File: config.mk
export PLATFORM = sky130hd
export DESIGN_NAME = expr_job_arbiter_flat
export DESIGN_NICKNAME = d
export VERILOG_FILES = /design/src/rtl/expr_job_arbiter_if.sv /design/src/rtl/expr_job_arbiter.sv /design/src/flat_wrapper.sv
export SDC_FILE = /design/constraint.sdc
export NUM_CORES = 1
export LEC_CHECK = 0
export CAP_MARGIN = 20
export CORE_AREA = 2 2 87 89
export CTS_CLUSTER_SIZE = 24
export DETAILED_ROUTE_END_ITERATION = 10
export DIE_AREA = 0 0 89 91
export GPL_ROUTABILITY_DRIVEN = 1
export PLACE_DENSITY = 0.84
export SYNTH_ARGS = -nofsm -noshare
export SYNTH_HDL_FRONTEND = slang
export SYNTH_SLANG_ARGS = --single-unit
File: constraint.sdc
create_clock -name CLK -period 3.4 [get_ports CLK]
set_input_delay 0.51 -clock CLK [delete_from_list [all_inputs] [get_ports CLK]]
set_output_delay 0.51 -clock CLK [all_outputs]
set_load 0.02 [all_outputs]
File: src/rtl/expr_job_arbiter_if.sv
// Requester, parser and response channels of the expression job arbiter.
// The arbiter connects through the slave modport; the environment driving it uses master.
interface expr_job_arbiter_if;
    logic        req0_stb;
    logic [31:0] req0_data;
    logic        req0_op;
    logic        req0_last;
    logic        req0_ack;
    logic        req1_stb;
    logic [31:0] req1_data;
    logic        req1_op;
    logic        req1_last;
    logic        req1_ack;

    logic        par_stb;
    logic [31:0] par_data;
    logic        par_op;
    logic        par_ack;

    logic        res_in_stb;
    logic [31:0] res_in_data;
    logic        res_in_ack;

    logic        rsp_stb;
    logic [31:0] rsp_data;
    logic        rsp_id;
    logic        rsp_ack;

    modport slave (
        input  req0_stb, req0_data, req0_op, req0_last,
        output req0_ack,
        input  req1_stb, req1_data, req1_op, req1_last,
        output req1_ack,
        output par_stb, par_data, par_op,
        input  par_ack,
        input  res_in_stb, res_in_data,
        output res_in_ack,
        output rsp_stb, rsp_data, rsp_id,
        input  rsp_ack
    );

    modport master (
        output req0_stb, req0_data, req0_op, req0_last,
        input  req0_ack,
        output req1_stb, req1_data, req1_op, req1_last,
        input  req1_ack,
        input  par_stb, par_data, par_op,
        output par_ack,
        output res_in_stb, res_in_data,
        input  res_in_ack,
        input  rsp_stb, rsp_data, rsp_id,
        output rsp_ack
    );
endinterface

File: src/rtl/expr_job_arbiter.sv
// Round-robin arbiter granting one of two requesters a whole expression job on the
// parser, then returning the parser result tagged with the requester index.
module expr_job_arbiter #(
    parameter int unsigned CNT_W = 16
) (
    input  logic                 CLK,
    input  logic                 RST,
    expr_job_arbiter_if.slave    bus,
    output logic                 busy,
    output logic [CNT_W-1:0]     jobs_done
);

    typedef enum logic [1:0] {IDLE, FEED, WAIT_RES, RESP} state_t;

    state_t      state, state_nxt;
    logic        grant, grant_nxt;
    logic        prio;
    logic        rsp_stb_q;
    logic [31:0] rsp_data_q;

    logic        g_stb, g_op, g_last;
    logic [31:0] g_data;
    logic        res_hs, rsp_hs;

    always_comb begin
        g_stb  = grant ? bus.req1_stb  : bus.req0_stb;
        g_data = grant ? bus.req1_data : bus.req0_data;
        g_op   = grant ? bus.req1_op   : bus.req0_op;
        g_last = grant ? bus.req1_last : bus.req0_last;
    end

    // Combinational outputs are forced low while RST is high, even if the
    // registered state has not yet returned to IDLE.
    always_comb begin
        state_nxt      = state;
        grant_nxt      = grant;
        bus.req0_ack   = 1'b0;
        bus.req1_ack   = 1'b0;
        bus.par_stb    = 1'b0;
        bus.par_data   = '0;
        bus.par_op     = 1'b0;
        bus.res_in_ack = 1'b0;
        res_hs         = 1'b0;
        rsp_hs         = 1'b0;
        if (!RST) begin
            unique case (state)
                IDLE: begin
                    if (bus.req0_stb || bus.req1_stb) begin
                        grant_nxt = (bus.req0_stb && bus.req1_stb) ? prio : bus.req1_stb;
                        state_nxt = FEED;
                    end
                end
                FEED: begin
                    bus.par_stb  = g_stb;
                    bus.par_data = g_data;
                    bus.par_op   = g_op;
                    if (grant) bus.req1_ack = bus.par_ack;
                    else       bus.req0_ack = bus.par_ack;
                    if (g_stb && bus.par_ack && g_last) state_nxt = WAIT_RES;
                end
                WAIT_RES: begin
                    bus.res_in_ack = 1'b1;
                    res_hs         = bus.res_in_stb;
                    if (res_hs) state_nxt = RESP;
                end
                RESP: begin
                    rsp_hs = rsp_stb_q && bus.rsp_ack;
                    if (rsp_hs) state_nxt = IDLE;
                end
            endcase
        end
    end

    always_ff @(posedge CLK) begin
        if (RST) begin
            state      <= IDLE;
            grant      <= 1'b0;
            prio       <= 1'b0;
            rsp_stb_q  <= 1'b0;
            rsp_data_q <= '0;
            jobs_done  <= '0;
        end else begin
            state <= state_nxt;
            grant <= grant_nxt;
            if (res_hs) begin
                rsp_data_q <= bus.res_in_data;
                rsp_stb_q  <= 1'b1;
            end
            if (rsp_hs) begin
                rsp_stb_q <= 1'b0;
                prio      <= ~grant;
                jobs_done <= jobs_done + CNT_W'(1);
            end
        end
    end

    assign bus.rsp_stb  = rsp_stb_q;
    assign bus.rsp_data = rsp_data_q;
    assign bus.rsp_id   = grant;
    assign busy         = (state != IDLE);

endmodule

File: src/flat_wrapper.sv
// flat-port wrapper written by rule: the top's interface ports become plain ports
module expr_job_arbiter_flat 
#(
    parameter int unsigned CNT_W = 16
)
  (CLK, RST, busy, jobs_done, bus_req0_stb, bus_req0_data, bus_req0_op, bus_req0_last, bus_req0_ack, bus_req1_stb, bus_req1_data, bus_req1_op, bus_req1_last, bus_req1_ack, bus_par_stb, bus_par_data, bus_par_op, bus_par_ack, bus_res_in_stb, bus_res_in_data, bus_res_in_ack, bus_rsp_stb, bus_rsp_data, bus_rsp_id, bus_rsp_ack);
  expr_job_arbiter_if bus_i ();
  input  logic CLK;
  input  logic RST;
  output logic busy;
  output logic [CNT_W-1:0] jobs_done;
  input wire logic [$bits(bus_i.req0_stb)-1:0] bus_req0_stb;
  input wire logic [$bits(bus_i.req0_data)-1:0] bus_req0_data;
  input wire logic [$bits(bus_i.req0_op)-1:0] bus_req0_op;
  input wire logic [$bits(bus_i.req0_last)-1:0] bus_req0_last;
  output wire logic [$bits(bus_i.req0_ack)-1:0] bus_req0_ack;
  input wire logic [$bits(bus_i.req1_stb)-1:0] bus_req1_stb;
  input wire logic [$bits(bus_i.req1_data)-1:0] bus_req1_data;
  input wire logic [$bits(bus_i.req1_op)-1:0] bus_req1_op;
  input wire logic [$bits(bus_i.req1_last)-1:0] bus_req1_last;
  output wire logic [$bits(bus_i.req1_ack)-1:0] bus_req1_ack;
  output wire logic [$bits(bus_i.par_stb)-1:0] bus_par_stb;
  output wire logic [$bits(bus_i.par_data)-1:0] bus_par_data;
  output wire logic [$bits(bus_i.par_op)-1:0] bus_par_op;
  input wire logic [$bits(bus_i.par_ack)-1:0] bus_par_ack;
  input wire logic [$bits(bus_i.res_in_stb)-1:0] bus_res_in_stb;
  input wire logic [$bits(bus_i.res_in_data)-1:0] bus_res_in_data;
  output wire logic [$bits(bus_i.res_in_ack)-1:0] bus_res_in_ack;
  output wire logic [$bits(bus_i.rsp_stb)-1:0] bus_rsp_stb;
  output wire logic [$bits(bus_i.rsp_data)-1:0] bus_rsp_data;
  output wire logic [$bits(bus_i.rsp_id)-1:0] bus_rsp_id;
  input wire logic [$bits(bus_i.rsp_ack)-1:0] bus_rsp_ack;
  assign bus_i.req0_stb = bus_req0_stb;
  assign bus_i.req0_data = bus_req0_data;
  assign bus_i.req0_op = bus_req0_op;
  assign bus_i.req0_last = bus_req0_last;
  assign bus_req0_ack = bus_i.req0_ack;
  assign bus_i.req1_stb = bus_req1_stb;
  assign bus_i.req1_data = bus_req1_data;
  assign bus_i.req1_op = bus_req1_op;
  assign bus_i.req1_last = bus_req1_last;
  assign bus_req1_ack = bus_i.req1_ack;
  assign bus_par_stb = bus_i.par_stb;
  assign bus_par_data = bus_i.par_data;
  assign bus_par_op = bus_i.par_op;
  assign bus_i.par_ack = bus_par_ack;
  assign bus_i.res_in_stb = bus_res_in_stb;
  assign bus_i.res_in_data = bus_res_in_data;
  assign bus_res_in_ack = bus_i.res_in_ack;
  assign bus_rsp_stb = bus_i.rsp_stb;
  assign bus_rsp_data = bus_i.rsp_data;
  assign bus_rsp_id = bus_i.rsp_id;
  assign bus_i.rsp_ack = bus_rsp_ack;
  expr_job_arbiter #(.CNT_W(CNT_W)) u_core (.CLK(CLK), .RST(RST), .bus(bus_i), .busy(busy), .jobs_done(jobs_done));
endmodule
==> reports/qor.txt <==
Yosys cell types = 36
Post-Syn Area per Cell = 8.024 um^2
combined flip-flop and latch cell area = 1061 um^2
r2r worst-path depth = 7
Reg2Reg Setup Slack = 1.40 ns
Fmax achieved = 0.3489 GHz
synthesis-to-finish area growth = 86.27%
fin. max-slew vios = 0
sw power = 599.9 uW
Wirelength per Cell = 14.44 um
Async SR Flop Fraction = 0%
final worst setup slack = 0.5335 ns
critical path type = primary input to output pin
LEAKAGE = 1.667 nW
Cell Int Power = 1.318 mW
ratio of cells with drive above 1 in the final layout = 4.637%
Setup violations, final = 0
Met3 Wirelength = 629 um
status = completed
hold-critical path depth = 2
Final Wtd Congestion = 0.8600
peak supply drop = 260.4 uV
die area = 8099 um^2
# fillers = 622
Syn Inst Count = 310
Worst Hold Class = register to register
M1 wire length = 3631 um
Placed Area = 4517 um^2
DR top layer = met4
total grt overflow = 0
final worst-path cycle share = 84.31%
Final Core Density = 64.92%
synth warn = 0
cell area after synthesis = 2487 um^2
initial drt markers = 101
worst flop-to-flop path startpoint = u_core.state[0]
Slew HR = 45.92%
GRT Overall Usage = 20.65%
Initial Util = 34.85%
DP HPWL = 6656 um
flop and latch count out of synthesis = 53
TritonRoute pass-1 iters = 4
Post-Syn Nets = 422
WHS Endpoint = u_core.bus.rsp_data[8]
area of the multi-input gates = 1319 um^2
Num Clock Sinks = 53
hold path start = u_core.bus.rsp_data[8]
initial antenna violation count = 0
Final Hold Vio Count = 0
I/O pins = 195
Final #Nets = 607
Critical Path AT = 2.36 ns
largest net degree at the start of global routing = 55
number of global-route vias before repair = 2875
H-tree depth = 2
port buffer count = 194
row count = 31
post_cts resized = 0
hold buffer count at cts = 0
Final Cell Area = 4633 um^2
Die H = 91 um
Met2 Routed Length = 4203 um
Sw Share = 31.27%
pre-CTS setup slack = 0.5510 ns
first-pass GRT wire length = 13550 um
CP endpoint kind = output pin
CP max FO = 34
Setup Total Neg Slack = 0 ns
FF-to-FF End = u_core.bus.rsp_stb
Antenna Violating Nets Remaining = 0
postcts setup bufs = 0
core area = 7137 um^2
clock root buffer = clkbuf_8
DRC = 0
min Tclk post-route = 2.866 ns
n_diodes = 0
ys flop type = dfxtp_1
Comb power frac = 40.7%
CTS tree = done
Flop pwr share = 36.6%
Clk network pwr share = 22.7%
Worst Setup SP = RST
worst clock skew = 0.004478 ns
clk_lat worst skew = 0.29 ns
Die Wd = 89 um
CP Launch Type = primary input
drt total wl = 8589 um
Clock Tree Buf Depth = 2
via count = 2914
CTS Buf Count = 5
Worst-path clk slew = 0.09 ns
RSZ-0062 raised after global routing = false
Avg Vias per Cell = 4.897
PD cells = 414.0 nW/um^2
sequential element share of the synthesized area = 42.66%
Slew @ Worst Pin = 0.8112 ns
Req. time, crit path = 2.89 ns
max_cap viols = 0
EDFF count, synth = 0
per-stage QoR:
stage | instances | power (mW) | hold WS [ns]
after floorplan | 310 | 1.093 | 0.4457
after global placement | 587 | 1.479 | 0.4421
after detailed placement | 587 | 1.498 | 0.4548
after CTS | 595 | 1.936 | 0.4678
after global routing | 595 | 2.019 | 0.4798
final | 595 | 1.918 | 0.4626
state kept, by name, indices dropped and copies added, names as in the netlist:
signal               flops
u_core.state             2
u_core.jobs_done        16
u_core.bus.rsp_id        1
u_core.bus.rsp_data     32
u_core.prio              1
u_core.bus.rsp_stb       1
critical path: stages:
cell	delay [ns]
clkdlybuf4s50_1	0.43
inv_2	0.08
nand2_1	0.07
nor2_2	0.08
buf_4	0.33
a22o_1	0.23
clkdlybuf4s50_1	0.62
power groups by stage:
stage | clock, mW | sequential (mW) | combinational (mW)
3_5_place_dp | 0 | 0.716 | 0.782
6_report | 0.436 | 0.701 | 0.781
3_3_place_gp | 0 | 0.712 | 0.767
5_1_grt | 0.470 | 0.708 | 0.841
4_1_cts | 0.449 | 0.701 | 0.786
2_1_floorplan | 0 | 0.752 | 0.341
per-layer routing:
metal	global-route usage, %	vias to the layer above
met3	5.545	12
met2	33.71	111
met5	0	-
li1	-	1449
met4	4.478	0
met1	27.15	1342
cell type report:
cell class,count,area share (%)
clock buffers,7,1.863
clock inverters,1,0.6481
inverters,7,0.5671
multi-input cells,228,28.46
flip-flops and latches,53,22.90
well taps,99,2.674
repair buffers,200,42.88
kinds of logic after synthesis:
group / after synthesis / synth area share (%)
AO/OA/AOI/OAI: 86 / 23.19
XOR/XNOR: 6 / 2.113
adder cells (fa/ha/maj): 5 / 2.515
buffers and inverters: 29 / 4.477
flip-flops: 53 / 42.66
multiplexers: 3 / 1.258
AND/OR/NAND/NOR: 128 / 23.79
placed cells by master, fill, tap and decap left out, drive strengths merged, types with 4 or more instances in the layout:
cell type	count
clkdlybuf4s50	194
nand2	73
or3	6
nand3	5
a21oi	8
and2	4
and3	6
inv	7
a22o	33
clkbuf	7
nor2	15
o21ai	39
ha	5
nand4	6
dfxtp	53
buf	6
how the worst max path moves through the flow:
stage | to | depth (start not counted)
3_3_place_gp | bus_par_data[18] | 7
5_1_grt | bus_par_data[18] | 7
3_5_place_dp | bus_par_data[20] | 7
4_1_cts | bus_par_data[20] | 7
6_report | bus_par_data[20] | 7
2_1_floorplan | bus_par_data[10] | 5
Yosys cell counts (all sizes together), types with 3 or more instances:
cell type	n	area share (%)
or3	6	1.5
dfxtp	53	43
xor2	3	1.1
nand3	5	1.0
a22o	33	12
nor2	15	2.3
nand4	6	1.8
o21ai	39	7.8
ha	5	2.5
nor2b	3	0.75
inv	7	1.1
and3	6	1.6
a21oi	8	1.6
nand2	73	11
xnor2	3	1.1
and2	4	1.0
clkbuf	20	3.0
(Power assumes the default switching activity.)
